<file path="config.mk">
export PLATFORM = sky130hd
export DESIGN_NAME = eth_rx_link_supervisor
export DESIGN_NICKNAME = d
export VERILOG_FILES = /design/src/rtl/eth_rx_link_supervisor.sv
export SDC_FILE = /design/constraint.sdc
export NUM_CORES = 1
export LEC_CHECK = 0
export ABC_CLOCK_PERIOD_IN_PS = 3400
export BUFFER_PORTS_ARGS = -buffer_cell sky130_fd_sc_hd__buf_2
export CAP_MARGIN = 40
export CORE_MARGIN = 2
export CORE_UTILIZATION = 60
export CTS_CLUSTER_SIZE = 8
export DETAILED_ROUTE_END_ITERATION = 6
export GPL_ROUTABILITY_DRIVEN = 0
export HOLD_SLACK_MARGIN = 0.02
export PLACE_DENSITY = 0.77
export SLEW_MARGIN = 0
export SYNTH_ARGS = -nofsm -noshare
export SYNTH_HDL_FRONTEND = slang
export SYNTH_SLANG_ARGS = --single-unit
</file>
<file path="constraint.sdc">
create_clock -name clk_125mhz_int -period 3.4 [get_ports clk_125mhz_int]
set_input_delay 0.68 -clock clk_125mhz_int [delete_from_list [all_inputs] [get_ports clk_125mhz_int]]
set_output_delay 0.68 -clock clk_125mhz_int [all_outputs]
set_load 0.01 [all_outputs]
</file>
<file path="src/rtl/eth_rx_link_supervisor.sv">
// eth_rx_link_supervisor: QSFP0 10G receive link supervisor.
// Syncs PHY/GT status, debounces lock, drives GT RX datapath resets.
module eth_rx_link_supervisor #(
   parameter int LOCK_TIMEOUT_CYCLES = 12500000,
   parameter int DEBOUNCE_CYCLES     = 1250,
   parameter int RESET_PULSE_CYCLES  = 16
) (
   input  logic       clk_125mhz_int,
   input  logic       gt_tx_reset,
   input  logic       rx_block_lock,
   input  logic       rx_high_ber,
   input  logic       gt_reset_rx_done,
   input  logic       qsfp_modprsl,
   output logic       gt_reset_rx_datapath,
   output logic       link_up,
   output logic       link_down_event,
   output logic [7:0] retry_count,
   output logic [2:0] state
);

   localparam int TW = $clog2(LOCK_TIMEOUT_CYCLES + 1);
   localparam int DW = $clog2(DEBOUNCE_CYCLES + 1);

   localparam logic [2:0] NO_MODULE = 3'd0;
   localparam logic [2:0] WAIT_DONE = 3'd1;
   localparam logic [2:0] WAIT_LOCK = 3'd2;
   localparam logic [2:0] LINK_UP   = 3'd3;
   localparam logic [2:0] RESET     = 3'd4;

   localparam logic [TW-1:0] TIMEOUT_LAST = TW'(LOCK_TIMEOUT_CYCLES - 1);
   localparam logic [TW-1:0] PULSE_LEN    = TW'(RESET_PULSE_CYCLES);
   localparam logic [TW-1:0] PULSE_LAST   = TW'(RESET_PULSE_CYCLES - 1);
   localparam logic [DW-1:0] DEB_LAST     = DW'(DEBOUNCE_CYCLES - 1);

   // bit order: {modprsl, done, high_ber, lock}; modprsl idles "absent"
   localparam logic [3:0] SYNC_RST = 4'b1000;

   logic [3:0]    meta_q;
   logic [3:0]    sync_q;
   logic          lock_s;
   logic          high_ber_s;
   logic          done_s;
   logic          modprsl_s;
   logic          good;
   logic          deb_cond;
   logic          deb_hit;
   logic          timeout;
   logic          pulse_done;
   logic [2:0]    state_nxt;
   logic [TW-1:0] timer;
   logic [TW-1:0] timer_nxt;
   logic [DW-1:0] deb;
   logic [DW-1:0] deb_nxt;

   assign lock_s     = sync_q[0];
   assign high_ber_s = sync_q[1];
   assign done_s     = sync_q[2];
   assign modprsl_s  = sync_q[3];

   assign good       = lock_s & ~high_ber_s;
   assign deb_cond   = ((state == WAIT_LOCK) && good) ||
                       ((state == LINK_UP) && !good);
   assign deb_hit    = deb_cond && (deb == DEB_LAST);
   assign timeout    = (timer == TIMEOUT_LAST);
   assign pulse_done = (timer >= PULSE_LAST);

   // Two-flop synchronisers for the asynchronous status inputs.
   always_ff @(posedge clk_125mhz_int or posedge gt_tx_reset) begin
      if (gt_tx_reset) begin
         meta_q <= SYNC_RST;
         sync_q <= SYNC_RST;
      end else begin
         meta_q <= {qsfp_modprsl, gt_reset_rx_done,
                    rx_high_ber, rx_block_lock};
         sync_q <= meta_q;
      end
   end

   // Next-state decision; module removal overrides every other exit.
   always_comb begin
      state_nxt = state;
      case (state)
         NO_MODULE: if (!modprsl_s) state_nxt = WAIT_DONE;
         WAIT_DONE: if (done_s) state_nxt = WAIT_LOCK;
         WAIT_LOCK: begin
            if (deb_hit)      state_nxt = LINK_UP;
            else if (timeout) state_nxt = RESET;
         end
         LINK_UP:   if (deb_hit) state_nxt = RESET;
         RESET: begin
            if ((pulse_done && !done_s) || timeout)
               state_nxt = WAIT_DONE;
         end
         default:   state_nxt = NO_MODULE;
      endcase
      if (modprsl_s) state_nxt = NO_MODULE;
   end

   // Timer and debounce count restart on every state change.
   always_comb begin
      timer_nxt = '0;
      deb_nxt   = '0;
      if (state_nxt == state) begin
         if ((state == WAIT_LOCK) || (state == RESET))
            timer_nxt = timer + 1'b1;
         if (deb_cond)
            deb_nxt = deb + 1'b1;
      end
   end

   // State, counters and outputs, all registered together.
   always_ff @(posedge clk_125mhz_int or posedge gt_tx_reset) begin
      if (gt_tx_reset) begin
         state                <= NO_MODULE;
         timer                <= '0;
         deb                  <= '0;
         link_up              <= 1'b0;
         gt_reset_rx_datapath <= 1'b0;
         link_down_event      <= 1'b0;
         retry_count          <= 8'd0;
      end else begin
         state           <= state_nxt;
         timer           <= timer_nxt;
         deb             <= deb_nxt;
         link_up         <= (state_nxt == LINK_UP);
         link_down_event <= (state == LINK_UP) &&
                            (state_nxt != LINK_UP);
         gt_reset_rx_datapath <= (state_nxt == RESET) &&
                                 (timer_nxt < PULSE_LEN);
         if ((state_nxt == RESET) && (state != RESET) &&
             (retry_count != 8'hFF))
            retry_count <= retry_count + 8'd1;
      end
   end

endmodule
</file>
# After elaboration in Yosys (flattened, before gate mapping)
# Cells that the tools add are included.
# totals
latch_bits	0
mem_bits_ro	0
input_bits	6
ff_bits	57
wordCells	53
mem_bits_rw	0
mem_count	0
output_inout_bits	14
# classes
addsub	3
eq_ne	12
bitwise_logic	2
multipliers	0
div	0
shift	0
muxes	11
magnitude_cmp	2
n_reduce_logical	14
# ops
cell	n
$mux W24	2
$add A24 B1 Y24 const B	1
$eq A24 B24 Y1 const B	1
$ge A24 B4 Y1 const B	1
$lt A24 B5 Y1 const B	1
$mux W11	2
$mux W3	6
$pmux W3 S5	1
$add A11 B1 Y11 const B	1
$eq A11 B11 Y1 const B	1
$eq A3 B2 Y1 const B	3
$add A8 B1 Y8 const B	1
$logic_and A1 B1 Y1	8
$ne A8 B8 Y1 const B	1
$eq A3 B3 Y1 const B	2
$eq A3 B1 Y1 const B	1
$eq A3 B3 Y1	1
$logic_not A3 Y1	1
$logic_or A1 B1 Y1	3
$ne A3 B2 Y1 const B	1
$ne A3 B3 Y1 const B	1
$logic_not A1 Y1	2
$and A1 B1 Y1	1
$not A1 Y1	1

# Depth between registers and ports, before layout
# Gate-level depths: netlist (run 1).
# logic_depth
ltp_word	13
depth_mapped	9
depth_no_buf	8

# Least setup slack after synthesis (run 1)
# OpenSTA, ideal clock, no wires.
# synth_path
kind	register to register
startpoint	reg timer[14]
endpoint	reg retry_count[1]
path_slack_ns	1.016
stages_incl_launch_ff	8
synth_period_minus_slack_ns	2.384
arrival_time_ns	2.259
path_buffers	1
required_ns	3.275
setup_ns	0.125
cell_sequence	dfrtp_1 clkbuf_1 or4_1 nor2_1 nand4_1 a21bo_2 a311oi_4 mux2_2
# synth_between
elab_chain_cells	9
elab_cells_between_ends	12
cone_classes	order compare: 1; eq/ne: 2; mux: 5; reduce/logical: 4
# synth_lines
item	line	text
start, declared	50	logic [TW-1:0] timer;
start signal, assigned	123	timer <= timer_nxt;
$ge A24 B4 Y1	65	assign pulse_done = (timer >= PULSE_LAST);
$logic_and A1 B1 Y1	91	if ((pulse_done && !done_s) || timeout)
$logic_or A1 B1 Y1	91	
$mux W3	91	
$pmux W3 S5 (*)	82	case (state)
$mux W3 (*)	96	if (modprsl_s) state_nxt = NO_MODULE;
$eq A3 B3 Y1 (*)	130	if ((state_nxt == RESET) && (state != RESET) &&
$logic_and A1 B1 Y1 (*) (2 in series)	130	
end signal, assigned	132	retry_count <= retry_count + 8'd1;
end, declared	17	output logic [7:0] retry_count,
# Every way passes the cells marked *; elsewhere a longest branch is shown, timed or not.
# A chain may end at the register's enable or synchronous reset.

# Final worst setup path (run 1)
# layout_path
startpoint	reg timer[8]
endpoint	reg retry_count[1]
# The elaborated chain is that of the path after synthesis.

==> results of run 1 <==
==> synthesized netlist by cell type, drive strengths merged, types with 2 or more instances <==
cell     n
o21ai    4
and3     5
nor4b    3
nand2b   3
ha       4
or3      2
dfstp    2
mux2i    2
inv      8
o21a     2
nor2    53
nor3b    2
nor4    10
or4      8
o211a    2
and2     3
nand4   11
xnor2   19
nand3   16
a21oi    3
nand2   26
nor3     9
a211oi   3
xor2    18
o22ai    2
clkbuf   3
dfrtp   55
buf      4
mux2     2
o32ai    2
==> worst max-delay path, delay by kind of cell (launching register included) <==
kind / cells / cell delay [ns]
AOI/OAI and AO/OA: 2 / 0.79
DFF: 1 / 0.46
muxes: 1 / 0.38
and+or+nand+nor: 3 / 0.94
==> path summary, 6_finish.rpt <==
kind / to / cells after the start / slack [ns]
worst min register to register: sync_q[3] / 0 / 0.36
worst max-delay path: retry_count[1] / 6 / 0.70
max in group asynchronous: timer[5] / 3 / 2.20
worst max register to register: retry_count[1] / 6 / 0.70
worst min-delay path: sync_q[3] / 0 / 0.36
min in group asynchronous: retry_count[6] / 2 / 0.40
==> state kept, by name, indices dropped and copies added (netlist names) <==
register              flops
timer                    24
deb                      11
retry_count               8
meta_q                    4
sync_q                    4
state                     3
gt_reset_rx_datapath      1
link_down_event           1
link_up                   1
==> layout make-up <==
cell class	instances	area [um2]
Tap cell	67	83.8
Inverter	8	30.0
Clock buffer	10	128
Timing Repair Buffer	24	133
Multi-Input combinational cell	231	1460
Sequential cell	57	1430
Clock inverter	6	130
Fill cell	370	1330
==> metal layers <==
layer  GRT usage (%)  routed length [um]  share of wire, %  vias to the layer above
met5               0                   0                 0                        -
met3            7.45                 371               5.7                       22
li1                -                   -                 -                     1132
met4            12.5                 183               2.8                        0
met1            31.6                2710                42                     1145
met2            43.8                3190                49                       88
==> power groups by stage <==
stage                     logic (uW)  registers [uW]  clock network, uW
after CTS                       88.4             729                839
final                           86.1             730                830
after floorplan                 46.8             742                  0
after detailed placement        87.5             741                  0
after global placement          84.3             741                  0
after global routing            97.3             732                870
==> metrics by stage <==
stage | instance area (um2) | instances | setup WS (ns) | utilization, % | hold WS (ns)
6_report | 3400 | 403 | 0.703 | 71.9 | 0.359
5_1_grt | 3400 | 403 | 0.473 | 71.9 | 0.367
4_1_cts | 3400 | 403 | 0.701 | 71.9 | 0.360
3_5_place_dp | 3140 | 387 | 0.737 | 66.5 | 0.347
3_3_place_gp | 3140 | 387 | 0.790 | 66.5 | 0.333
2_1_floorplan | 2950 | 303 | 1.02 | - | 0.331
==> kinds of logic after synthesis <==
family / Yosys count
and+or+nand+nor: 157
DFF: 57
xor gates and xnor gates: 37
AOI/OAI and AO/OA: 29
buffers and inverters: 15
muxes: 4
adders and majority gates: 4
==> flow_summary.toml, run 1 <==
[run_status]
status = "completed"

[worst_hold_path]
hold_path.class = "reg -> reg"
min-delay-start = "meta_q[3]"

[drt]
firstDrtPassIters = 4
drcViolationCount = 0
ant_nets = 0
num_vias = 2387
vias_per_cell = 5.92
drt_iter0_drc = 263
drt_wl_total_um = 6460
drt-wirelength-per-cell_um = 16.0

[power_and_ir_drop]
internal-power_uw = 1290
p_sw_uw = 352
irDropWorstVdd_v = 0.000354
pwr_density_cell_mw_per_mm2 = 485
p_total_uw = 1650
swShare_pct = 21.4
combinationalPowerShare_pct = 5.2
power.share.sequential_pct = 44.3
clkPwrFrac_pct = 50.4
p_leak_uw = 0.00143

[critical_path]
worstPathArrival_ns = 2.93
rr_startpoint = "timer[8]"
crit_type = "reg -> reg"
critPathSlowestCell = "or4_1"
critPathCaptureType = "flop"
startpoint = "timer[8]"
slowest_delay_ns = 0.55
path_cells = "or4_1 -> nor2_1 -> nand4_1 -> a21bo_2 -> a311oi_4 -> mux2_2"
setup.worst_path.start_class = "flop"
critPathMaxFanout = 8
required_ns = 3.63

[global_routing]
overflow = 0
antenna_found_initial = 0
grt_max_degree = 30
grt_usage_pct = 26.3
grt_pass1_wl_um = 10900
grt_pass1_vias = 2379

[timing]
min_period_over_period_pct = 79.3
rsz0062_at_grt = "no"
tightest_slew_ns = 0.710
tns_ns = 0
finalHoldViolations = 0
clock_skew_ns = 0.00988
setup_viol = 0
min_period_ns = 2.70
fmax_ghz = 0.371
slew_violations = 0
slew_headroom_pct = 52.2

[floorplan]
die_h_um = 74.1
coreArea_mm2 = 0.00472
start_util_pct = 62.5
die_w_um = 74.1
die_area_mm2 = 0.00549
io_pins = 20
fp-row-count = 25

[placement]
io_buffer_count = 19
dp_hpwl_um = 4350

[finish]
drive_above_1_share_pct = 15.5
antenna_cells = 0
fin_nets = 341
area_growth_pct = 15.1
final_common_cell = "dfrtp_1"
final_cell_mix = "dfrtp_1, nor2_1, nand2_1"

[yosys]
yosys_warnings = 0
synth_ff_type = "dfrtp_1"
seq_area_frac_synth_pct = 48.4
syn_avg_cell_area_um2 = 9.74
synth_nets = 313
syn-cell-area_mm2 = 0.00295
synth_top_family_by_area = "simple AND/OR/NAND/NOR gates"
synthArstFlopShare_pct = 100
synth-xor-area-share_pct = 11.0
synthSimpleGateAreaFrac_pct = 27.3
synth_top_area_share_pct = 46.6
synth_mux_area_share_pct = 1.44
synth.area.top_cells = "dfrtp_1, nor2_1, xnor2_1"
synth_top_area_cell = "dfrtp_1"
synth_cell_type_count = 49
synth_compound_area_share_pct = 8.06
synth_fa_ha_area_share_pct = 1.70
synth_edf_count = 0
synthCells = 303
synth-seq-cells = 57

[clock_network]
postCtsResizedCells = 0
hold_buffers = 0
cts.htree.levels = 3
clock_latency_ns = 0.34
postCtsSetupBuffers = 0
cts_tree = "done"
cts_buffers = 9
clk_pin_slew_ns = 0.07
cts_buffer_depth = 2
root_buffer = "clkbuf_8"
cts_sinks = 57

[job]
cap_viol_max_count = 0
No activity file was read; power rests on OpenSTA's default activity.
==> inputs of run 2 (changes only) <==
--- a/config.mk
+++ b/config.mk
@@ -5,16 +5,16 @@
 export SDC_FILE = /design/constraint.sdc
 export NUM_CORES = 1
 export LEC_CHECK = 0
-export ABC_CLOCK_PERIOD_IN_PS = 3400
+export ABC_CLOCK_PERIOD_IN_PS = 2250
 export BUFFER_PORTS_ARGS = -buffer_cell sky130_fd_sc_hd__buf_2
 export CAP_MARGIN = 40
 export CORE_MARGIN = 2
-export CORE_UTILIZATION = 60
+export CORE_UTILIZATION = 54
 export CTS_CLUSTER_SIZE = 8
 export DETAILED_ROUTE_END_ITERATION = 6
 export GPL_ROUTABILITY_DRIVEN = 0
 export HOLD_SLACK_MARGIN = 0.02
-export PLACE_DENSITY = 0.77
+export PLACE_DENSITY = 0.73
 export SLEW_MARGIN = 0
 export SYNTH_ARGS = -nofsm -noshare
 export SYNTH_HDL_FRONTEND = slang
==> constraint.sdc (replaced) <==
create_clock -name clk_125mhz_int -period 2.25 [get_ports clk_125mhz_int]
set_input_delay 0.45 -clock clk_125mhz_int [delete_from_list [all_inputs] [get_ports clk_125mhz_int]]
set_output_delay 0.45 -clock clk_125mhz_int [all_outputs]
set_load 0.01 [all_outputs]
==> run 2 against run 1 <==
  * Wire length increased by 15%
  * The flow now finishes with violations (setup timing)
  * Flip-flop and latch count unchanged
  * Sequential share of layout area decreased by 6.0 points
  * Global-route usage is 1.2 points lower
  * Design area up 17%
  * Setup slack worse by 0.82 ns
  * First-iteration DRC count is 4.9% lower
  * Non-clock buffer count grew 53
  * Total power rose by 44%
  * Sequential power increased by 51%
  * Utilization grew 4.3 points
  * Combinational power grew 88%
==> flow_summary.toml, run 2 (synthesized netlist as in run 1, its figures left out) <==
[placement]
place_area_mm2 = 0.00352
io_buffer_count = 19
dp_hpwl_um = 4710

[drt]
drt-wirelength-per-cell_um = 16.2
drcViolationCount = 0
drt_iter0_drc = 250
ant_nets = 0
num_vias = 2662
drt_wl_total_um = 7450
firstDrtPassIters = 5
vias_per_cell = 5.80

[finish]
final_common_cell = "dfrtp_1"
largest_registers = "timer x24, deb x11, retry_count x8"
finalInstanceArea_mm2 = 0.00397
fill_cells = 332
area_growth_pct = 34.5
post-route-util_pct = 76.3
regArea_mm2 = 0.00143
largest_reg_flops = 24
antenna_cells = 0
final_cell_mix = "dfrtp_1, buf_4, nor2_1"
top_register = "timer"
multi_input_area_mm2 = 0.00162
drive_above_1_share_pct = 34.7
fin_nets = 394

[critical_path]
critPathMaxFanout = 6
critPathSlowestCell = "or4_4"
worst-path-buf-inv = 2
cp.depth = 9
critPathCaptureType = "flop"
required_ns = 2.47
path_cells = "or4_4 -> nor2_4 -> nand4_1 -> buf_4 -> a21oi_4 -> o21bai_1 -> a21oi_2 -> buf_6 -> nor2_1"
slowest_delay_ns = 0.56
cp_top_family = "simple AND/OR/NAND/NOR gates"
crit_type = "reg -> reg"
setup.worst_path.start_class = "flop"
worstPathArrival_ns = 2.59
worst-r2r-cell-count = 9

[clock_network]
cts_sinks = 57
clk_pin_slew_ns = 0.07
clock_latency_ns = 0.34
cts.htree.levels = 3
cts_tree = "done"
cts_buffers = 9
root_buffer = "clkbuf_8"
hold_buffers = 0
cts_buffer_depth = 2

[floorplan]
die_h_um = 77.9
start_util_pct = 56.7
die_w_um = 77.9
coreArea_mm2 = 0.00520
fp-row-count = 26
io_pins = 20
die_area_mm2 = 0.00607

[timing]
finalHoldViolations = 0
clock_skew_ns = 0.00827
setup_viol = 26
fin_ws_ns = -0.119
whs_ns = 0.134
min_period_over_period_pct = 105
slew_headroom_pct = 66.3
slew_violations = 0
fmax_ghz = 0.422
min_period_ns = 2.37
rsz0062_at_grt = "yes"
tightest_slew_ns = 0.504

[power_and_ir_drop]
swShare_pct = 23.5
p_leak_uw = 0.00177
power.share.sequential_pct = 46.6
internal-power_uw = 1810
pwr_density_cell_mw_per_mm2 = 596
irDropWorstVdd_v = 0.000482
combinationalPowerShare_pct = 6.9
p_sw_uw = 555
clkPwrFrac_pct = 46.6

[run_status]
violations = "setup timing"
status = "finished, violations left"

[global_routing]
antenna_found_initial = 0
overflow = 0
grt_pass1_wl_um = 12000
grt_max_degree = 35
grt_usage_pct = 25.1
grt_pass1_vias = 2628

[job]
cap_viol_max_count = 0

[worst_hold_path]
hold_path.class = "in -> async"
[run 2: changes by cell type in the layout (fill, tap and decap cells not counted), moves of 3 or more]
cell    previous run  this run
buf_4              5        50
nor2_1            53        42
nor2_2             0        10
buf_6              0         7
or4_1              8         4
or4_4              0         4
nor3_1             9         6
nor4_1            10         7
[run 2: worst reg2reg max path: stages (launching register included)]
cell and delay (ns):
dfrtp_1 0.42, or4_4 0.56, nor2_4 0.14, nand4_1 0.17, buf_4 0.21, a21oi_4 0.16, o21bai_1 0.13, a21oi_2 0.24
buf_6 0.18, nor2_1 0.06
[run 2: layout make-up]
type                       count  share of cell area [%]
sequential                    57                    36.0
inverter                       8                   0.757
clock inverter                 5                    1.95
multi-input combinational    231                    40.9
tap                           70                    2.21
timing repair buffer          77                    14.3
clock buffer                  11                    3.81
[run 2: path summary, 6_finish.rpt]
check | start | endpoint | slack, ns
max in group asynchronous | gt_tx_reset | timer[8] | 1.54
setup reg to reg | timer[16] | deb[10] | -0.12
setup / recovery | timer[16] | deb[10] | -0.12
hold reg to reg | meta_q[1] | sync_q[1] | 0.35
min in group clk_125mhz_int | rx_block_lock | meta_q[0] | 0.21
hold / removal | gt_tx_reset | retry_count[3] | 0.13
[run 2: metrics by stage]
stage               setup TNS, ns  setup slack, ns  total power [uW]  cells
floorplan                 -0.0338          -0.0245              1200    303
global placement           -0.183          -0.0590              1260    436
detailed placement          -2.75           -0.131              1270    436
CTS                        -0.152          -0.0708              2360    456
global route                -4.97           -0.156              2450    459
finish                      -1.42           -0.119              2370    459
[run 2: power by group through the flow]
stage | clock network, uW | registers (uW) | logic, uW
detailed placement | 0 | 1120 | 150
global placement | 0 | 1120 | 147
finish | 1100 | 1100 | 162
global route | 1170 | 1110 | 177
CTS | 1110 | 1100 | 156
floorplan | 0 | 1120 | 77.0
[run 2: repair_timing]
| action | 4_1_cts | 5_1_grt |
|---|---|---|
| pin swaps | 11 | 7 |
| setup endpoints to repair | 46 | 46 |
| gates cloned | 0 | 1 |
| buffers inserted | 4 | 2 |
| gates resized for setup | 14 | 26 |
[run 2: per-layer routing]
layer	global-route usage, %	vias up	part of all wire [%]
li1	-	1242	-
met1	33.1	1276	42
met2	39.8	117	49
met3	6.51	27	6.1
met4	9.82	0	2.7
met5	0	-	0
==> inputs of run 3 (changes only) <==
--- a/config.mk
+++ b/config.mk
@@ -8,13 +8,13 @@
 export ABC_CLOCK_PERIOD_IN_PS = 2250
 export BUFFER_PORTS_ARGS = -buffer_cell sky130_fd_sc_hd__buf_2
 export CAP_MARGIN = 40
-export CORE_MARGIN = 2
 export CORE_UTILIZATION = 54
 export CTS_CLUSTER_SIZE = 8
 export DETAILED_ROUTE_END_ITERATION = 6
 export GPL_ROUTABILITY_DRIVEN = 0
 export HOLD_SLACK_MARGIN = 0.02
 export PLACE_DENSITY = 0.73
+export REMOVE_ABC_BUFFERS = 1
 export SLEW_MARGIN = 0
 export SYNTH_ARGS = -nofsm -noshare
 export SYNTH_HDL_FRONTEND = slang
==> run 3 against run 2 <==
  * The flow still finishes with violations (setup timing)
  * Worst hold slack better by 0.017 ns
  * Wire length up 10%
  * Sequential power about the same
  * Flip-flop and latch count unchanged
  * First-iteration DRC count up 5.6%
  * Utilization up 3.8 points
  * Global-route usage up 4.6 points
  * Register-to-register slack worse by 0.05 ns
  * Cell count up 0.87%
  * Critical path depth down 1
  * Sequential share of layout area down 1.5 points
  * Critical endpoint is now retry_count[3]
  * Largest power group unchanged
==> flow_summary.toml, run 3 (synthesized netlist as in run 1, its figures left out) <==
[power_and_ir_drop]
power.share.sequential_pct = 47.8
p_total_uw = 2310
internal-power_uw = 1730
swShare_pct = 24.9
combinationalPowerShare_pct = 7.5
pwr_density_cell_mw_per_mm2 = 558
p_sw_uw = 574
irDropWorstVdd_v = 0.000527
p_leak_uw = 0.00177
clkPwrFrac_pct = 44.7

[floorplan]
die_w_um = 75.9
coreArea_mm2 = 0.00517
fp-row-count = 26
start_util_pct = 57.0
io_pins = 20
die_h_um = 75.9
die_area_mm2 = 0.00576

[timing]
min_period_over_period_pct = 108
tightest_slew_ns = 0.553
rsz0062_at_grt = "yes"
clock_skew_ns = 0.0106
min_period_ns = 2.42
setup_viol = 37
fin_ws_ns = -0.169
slew_headroom_pct = 63.1
finalHoldViolations = 0
fmax_ghz = 0.413
slew_violations = 0

[finish]
final_common_cell = "dfrtp_1"
final_cell_mix = "dfrtp_1, buf_4, nand2_1"
largest_registers = "timer x24, deb x11, retry_count x8"
finalInstanceArea_mm2 = 0.00414
fin_nets = 398
area_growth_pct = 40.3
fill_cells = 297
drive_above_1_share_pct = 40.5
antenna_cells = 0
top_register = "timer"
largest_reg_flops = 24
final-instance-count-excl-fill = 463
post-route-util_pct = 80.0

[job]
cap_viol_max_count = 0

[critical_path]
worstPathArrival_ns = 2.68
setup.worst_path.start_class = "flop"
rr_startpoint = "timer[22]"
startpoint = "timer[22]"
required_ns = 2.51
critPathCaptureType = "flop"
critPathMaxFanout = 4
crit_type = "reg -> reg"

[clock_network]
cts_buffer_depth = 2
cts_buffers = 9
hold_buffers = 0
clk_pin_slew_ns = 0.07
cts.htree.levels = 3
cts_sinks = 57
clock_latency_ns = 0.35
cts_tree = "done"
root_buffer = "clkbuf_8"

[drt]
firstDrtPassIters = 7
drt-wirelength-per-cell_um = 17.7
drt_iter0_drc = 264
ant_nets = 0
drt_wl_total_um = 8200
drcViolationCount = 0
vias_per_cell = 5.86
num_vias = 2711

[global_routing]
grt_pass1_vias = 2768
antenna_found_initial = 0
grt_usage_pct = 29.7
grt_max_degree = 34
overflow = 0
grt_pass1_wl_um = 13300

[placement]
io_buffer_count = 19
dp_hpwl_um = 5020
placed_cells = 437
pre_cts_slack_ns = -0.163
place_area_mm2 = 0.00355

[run_status]
status = "finished, violations left"
violations = "setup timing"

[worst_hold_path]
hold_path.class = "in -> async"
[run 3: critical path, cell delays in order, from the launching register on]
cell and delay [ns]:
dfrtp_1 0.40, or4_4 0.56, nor2_4 0.13, nand4_1 0.15, a21bo_2 0.26, a311oi_4 0.28, buf_4 0.20, nand4_1 0.14
xnor2_1 0.21
[run 3: area by class of cell]
cell class | count | area (um2) | share of cell area [%]
repair buffers | 81 | 637 | 15.4
multi-input cells | 231 | 1740 | 42.0
well taps | 70 | 87.6 | 2.12
clock buffers | 12 | 165 | 3.99
inverters | 8 | 30.0 | 0.726
clock inverters | 4 | 50.0 | 1.21
flip-flops and latches | 57 | 1430 | 34.5
[run 3: final timing paths]
kind,endpoint,slack [ns],cells after the start
max,retry_count[3],-0.17,8
min,retry_count[5],0.15,2
max reg2reg,retry_count[3],-0.17,8
min reg2reg,sync_q[2],0.35,0
max in group asynchronous,deb[9],1.54,3
min in group clk_125mhz_int,meta_q[0],0.21,1
[run 3: repair_timing]
action                                  4_1_cts  5_1_grt
gates resized for setup                      42       37
gates cloned                                  2        0
pin swaps                                    31       17
buffers inserted                              6        3
endpoints found under the setup margin       36       46
[run 3: layer usage]
metal / track usage (%) / part of all wire [%] / wire length [um] / up-vias
met5: 0 / 0 / 0 / -
met4: 16.0 / 2.6 / 215 / 0
met3: 4.82 / 4.9 / 402 / 27
met2: 50.8 / 52 / 4250 / 115
met1: 35.9 / 41 / 3330 / 1330
li1: - / - / - / 1239
[run 3: power by group through the flow]
stage / registers, uW / logic, uW / clock network (uW)
3_5_place_dp: 1120 / 149 / 0
5_1_grt: 1110 / 192 / 1070
6_report: 1100 / 174 / 1030
3_3_place_gp: 1120 / 143 / 0
2_1_floorplan: 1120 / 69.8 / 0
4_1_cts: 1100 / 166 / 1040
[run 3: stage by stage]
step	setup TNS (ns)	hold slack, ns
after detailed placement	-1.94	0.335
after global routing	-7.61	0.191
after floorplan	-11.70	0.331
after global placement	-0.520	0.333
after CTS	-1.48	0.165
final	-2.58	0.151
